### src/rtl/bus_gate_arbiter.sv
// bus_gate_arbiter: round-robin owner selection for the one-hot bus mux.
// Grants one of four sources (PC, MDR, ALU, MARMUX), holds the select for
// the whole transfer and hands over to the next requester on the release
// edge with no idle cycle in between.
//
// state  | meaning
// -------+---------------------------------------------------------------
// S_IDLE | no owner, Gate = 0000, arbitrating on every edge
// S_OWN  | Owner holds the bus, cnt counts cycles of the current grant
module bus_gate_arbiter #(
    parameter int unsigned TIMEOUT = 16
) (
    input  logic       Clk,
    input  logic       Reset_n,
    input  logic [3:0] Req,
    input  logic [3:0] Last,
    input  logic       Err_clr,
    output logic [3:0] Gate,
    output logic       Bus_idle,
    output logic [1:0] Owner,
    output logic       Timeout_err
);

    typedef enum logic {
        S_IDLE = 1'b0,
        S_OWN  = 1'b1
    } state_t;

    localparam logic [7:0] CNT_LAST = 8'(TIMEOUT - 1);

    state_t     state_q, state_d;
    logic [1:0] ptr_q, ptr_d;
    logic [1:0] owner_q, owner_d;
    logic [7:0] cnt_q, cnt_d;
    logic [3:0] gate_q, gate_d;
    logic       err_q, err_d;

    logic       own_req;
    logic       own_last;
    logic       hit_limit;
    logic       forced;
    logic       release_now;
    logic [3:0] others;
    logic [2:0] pick_idle;
    logic [2:0] pick_next;

    // Returns {found, index} of the first set bit of req searching from start.
    // Iterating from the farthest offset back to start lets the closest hit win.
    function automatic logic [2:0] rr_pick(input logic [3:0] req, input logic [1:0] start);
        logic [2:0] res;
        logic [1:0] idx;
        res = 3'b000;
        for (int i = 3; i >= 0; i--) begin
            idx = start + i[1:0];
            if (req[idx]) begin
                res = {1'b1, idx};
            end
        end
        return res;
    endfunction

    function automatic logic [3:0] onehot(input logic [1:0] idx);
        return 4'b0001 << idx;
    endfunction

    // Release conditions for the current owner and the arbitration candidates.
    always_comb begin
        own_req     = Req[owner_q];
        own_last    = Last[owner_q];
        hit_limit   = (cnt_q == CNT_LAST);
        // A normal end or an abort on the limit cycle is not a forced release.
        forced      = own_req & ~own_last & hit_limit;
        release_now = (state_q == S_OWN) & ((own_req & own_last) | ~own_req | hit_limit);
        // The releasing owner is masked out so it cannot be re-granted at once.
        others      = Req & ~onehot(owner_q);
        pick_idle   = rr_pick(Req, ptr_q);
        pick_next   = rr_pick(others, owner_q + 2'd1);
    end

    // Next-state, pointer, hold counter, error flag and registered select.
    always_comb begin
        state_d = state_q;
        ptr_d   = ptr_q;
        owner_d = owner_q;
        cnt_d   = cnt_q;
        err_d   = err_q;
        gate_d  = 4'b0000;

        case (state_q)
            S_IDLE: begin
                cnt_d = 8'd0;
                if (pick_idle[2]) begin
                    state_d = S_OWN;
                    owner_d = pick_idle[1:0];
                end
            end
            S_OWN: begin
                if (release_now) begin
                    ptr_d = owner_q + 2'd1;
                    cnt_d = 8'd0;
                    if (pick_next[2]) begin
                        owner_d = pick_next[1:0];
                    end else begin
                        state_d = S_IDLE;
                    end
                end else begin
                    cnt_d = cnt_q + 8'd1;
                end
            end
            default: begin
                state_d = S_IDLE;
                cnt_d   = 8'd0;
            end
        endcase

        // Setting beats clearing when both happen in one cycle.
        if (forced) begin
            err_d = 1'b1;
        end else if (Err_clr) begin
            err_d = 1'b0;
        end

        if (state_d == S_OWN) begin
            gate_d = onehot(owner_d);
        end
    end

    // State register; reset drops the select asynchronously.
    always_ff @(posedge Clk or negedge Reset_n) begin
        if (!Reset_n) begin
            state_q <= S_IDLE;
            ptr_q   <= 2'd0;
            owner_q <= 2'd0;
            cnt_q   <= 8'd0;
            gate_q  <= 4'b0000;
            err_q   <= 1'b0;
        end else begin
            state_q <= state_d;
            ptr_q   <= ptr_d;
            owner_q <= owner_d;
            cnt_q   <= cnt_d;
            gate_q  <= gate_d;
            err_q   <= err_d;
        end
    end

    // Outputs come straight from registers.
    always_comb begin
        Gate        = gate_q;
        Bus_idle    = ~|gate_q;
        Owner       = owner_q;
        Timeout_err = err_q;
    end

endmodule
### config.mk
export PLATFORM = sky130hd
export DESIGN_NAME = bus_gate_arbiter
export DESIGN_NICKNAME = d
export VERILOG_FILES = /design/src/rtl/bus_gate_arbiter.sv
export SDC_FILE = /design/constraint.sdc
export NUM_CORES = 1
export LEC_CHECK = 0
export ABC_AREA = 1
export CAP_MARGIN = 5
export CELL_PAD_IN_SITES_DETAIL_PLACEMENT = 1
export CELL_PAD_IN_SITES_GLOBAL_PLACEMENT = 1
export CORE_MARGIN = 2
export CORE_UTILIZATION = 42
export CTS_CLUSTER_DIAMETER = 150
export DETAILED_ROUTE_END_ITERATION = 16
export PLACE_DENSITY = 0.92
export SYNTH_ARGS = -nofsm -noshare
export SYNTH_HDL_FRONTEND = slang
export SYNTH_SLANG_ARGS = --single-unit
### constraint.sdc
create_clock -name Clk -period 3.25 [get_ports Clk]
set_clock_uncertainty 0.2 [all_clocks]
set_input_delay 0.975 -clock Clk [delete_from_list [all_inputs] [get_ports Clk]]
set_output_delay 0.975 -clock Clk [all_outputs]
set_load 0.01 [all_outputs]
==> results.md <==
- Status: completed
- Clock buffer depth: 2
- Initial DRC Count: 29
- Final Util: 52.0%
- FF-to-FF Start: Owner[1]
- Mapped Avg Cell Area: between 7 and 8 um2
- Crit-path max FO: 2
- # clock sinks: 18
- Worst setup SP type: flop
- Count of cell types in the netlist: 29
- Final count of hold timing violations: 0
- Initial Utilization: 44.1%
- Total placed cells including tap cells: 253
- Fill count: slightly above 400
- Cells after Synth: approximately 190
- Post-route DRC: 0
- Cts hold-fix bufs: 0
- Place WS: 364 ps
- Worst Tran Pin Value: between 800 and 900 ps
- Vias in the first global route: around 1400
- Share of post-route cells with drive strength above 1: between 15 and 20%
- Final min period: around 2700 ps
- GRT Util Overall: between 20 and 25%
- HP Class: reg -> reg
- Core region area: 3080 um2
- Hold slack: around 280 ps
- Worst setup EP type: primary output
- Area Overhead vs Synth: 17.8%
- First-pass GRT wire length: between 6000 and 7000 um
- Crit path capture: Bus_idle
- Later-pin clock latency in the skew report: ~300 ps
- Worst IR Drop VDD: around 0.49 mV
- Most frequent cells in the layout: 61 x nand2_1, 21 x nor2_1, 18 x dfrtp_1, 18 x nand3_1, 18 x clkdlybuf4s50_1
- Crit Path Class: reg -> out
- CTS resizes: 0
- Cell area after placement: ~1600 um2
- Gp weighted congestion: approximately 0.83
- Ys Warns: 0
- Power per Cell Area: around 1100 nW/um2
- Syn_nets: 210
- H-tree levels: 1
- Pins over their slew limit: 0
- Final WL: ~3600 um
- Worst setup margin: 513 ps
- Post-CTS setup repair buffer count: 0
- Ant diodes: 0
- Max Cap Violations: 0
- DR vias/cell: ~5.2
- Die ar.: 3710 um2
- RR Endpoint: Gate[0]
- Ports: 19
- Design area: ~1600 um2
- #FFs+latches synth: 18
- Post-synth top area cell: dfrtp_1
- Per-cell routed wire length: between 10 and 15 um
- Ranking of synthesized cells by area: dfrtp_1 33%, nand2_1 17%, nand3_1 6.6%, nor2_1 5.8%, ha_1 4.6%
- Synth top area share: 33.1%
- Placed wire-length estimate: a little under 3000 um
- Tcrit/Tclk final: a little over four fifths
- Worst relative slew slack: between 40% and 50%
- Reg2Reg Setup Slack: about 800 ps
- Crit path required time: between 2000 and 2500 ps
- Initial antenna violation count: 0
- Worst R2R Path Depth: 15
- Commonest non-fill, non-tap cell in the layout: nand2_1
- Port bufs: 18
- Via count: ~1300
- Die height: between 60 and 70 um
- TritonRoute pass-1 iters: 4
- Largest net degree at the start of global routing: 19
- Antenna-violating nets left: 0
- Mapped Area: about 1400 um2
- Die width: slightly above 60 um
- Worst Path Arrival: 1560 ps
- CTS clk-pin slew, worst paths: 100 ps
- Unrepaired setup endpoints after global routing: no
- Rows: 20
- CTS tree: done
- Finished Layout Cells: 257
- Tot Pwr: 1.78 mW
- Maximum clock rate: ~370 MHz
- Total global routing overflow: 0
- Worst Setup SP: Gate[1]
- Seq/Total Area, Yosys: between 30% and 40%
- Fin nets: 230
- Static Leak: a little over 0.8 nW
- Final TNS setup: 0 ps
- Setup violators final: 0
- CTS Buf Count: 3
- Clock root buffer master: clkbuf_4
worst min path at each step:
stage / endpoint / slack, ps / startpoint / cells past startpoint
detailed placement: cnt_q[0] / 260 / cnt_q[0] / 1
global placement: cnt_q[0] / 250 / cnt_q[0] / 1
floorplan: cnt_q[0] / 230 / cnt_q[0] / 1
CTS: cnt_q[0] / 280 / cnt_q[0] / 1
finish: cnt_q[0] / 280 / cnt_q[0] / 1
global route: cnt_q[0] / 290 / cnt_q[0] / 1
routing by layer:
| metal | vias up | part of all wire [%] | GRT usage, % |
|---|---|---|---|
| li1 | 659 | - | - |
| met1 | 649 | 43 | 24.2 |
| met2 | 14 | 54 | 43.6 |
| met3 | 4 | 1.7 | 1.28 |
| met4 | 0 | 1.0 | 5.59 |
| met5 | - | 0 | 0 |
kinds of logic (layout without fill, tap and decap cells):
family / Yosys count / after routing / share of synthesized area, %
AND/OR/NAND/NOR: 126 / 126 / 44.3
buffers and inverters: 27 / 46 / 9.12
flip-flops: 18 / 18 / 33.1
AO/OA/AOI/OAI: 14 / 14 / 6.26
adder cells (fa/ha/maj): 5 / 5 / 4.60
XOR/XNOR: 4 / 4 / 2.58
state kept, by name (all words and copies together) (netlist names):
signal,count
cnt_q,8
Gate,4
Owner,2
ptr_q,2
Timeout_err,1
state_q,1
power by group:
group          internal, mW  total [mW]  switching (mW)
sequential            0.299       0.389          0.0900
combinational         0.445        1.25           0.805
clock                0.0684       0.141          0.0726
total                 0.813        1.78           0.967
layout make-up:
cell class / count / area [um2] / area share, %
multi-input combinational: 149 / 785 / 49.0
timing repair buffer: 19 / 188 / 11.7
tap: 44 / 55.1 / 3.44
inverter: 23 / 86.3 / 5.39
clock buffer: 4 / 36.3 / 2.27
sequential: 18 / 450 / 28.1
critical path, cell delays in order (launching register included):
cell and delay (ps):
dfrtp_1 390, nor4_1 280, clkdlybuf4s50_1 590
Yosys cell counts (all sizes together):
library cell / count
a21oi: 4
and3: 1
buf: 4
dfrtp: 18
ha: 5
inv: 23
nand2: 69
nand2b: 1
nand3: 25
nand3b: 1
nand4: 2
nor2: 23
nor3: 1
nor3b: 2
nor4: 1
o21a: 1
o21ai: 8
o22ai: 1
xnor2: 2
xor2: 2
No activity file was read; power rests on OpenSTA's default activity.
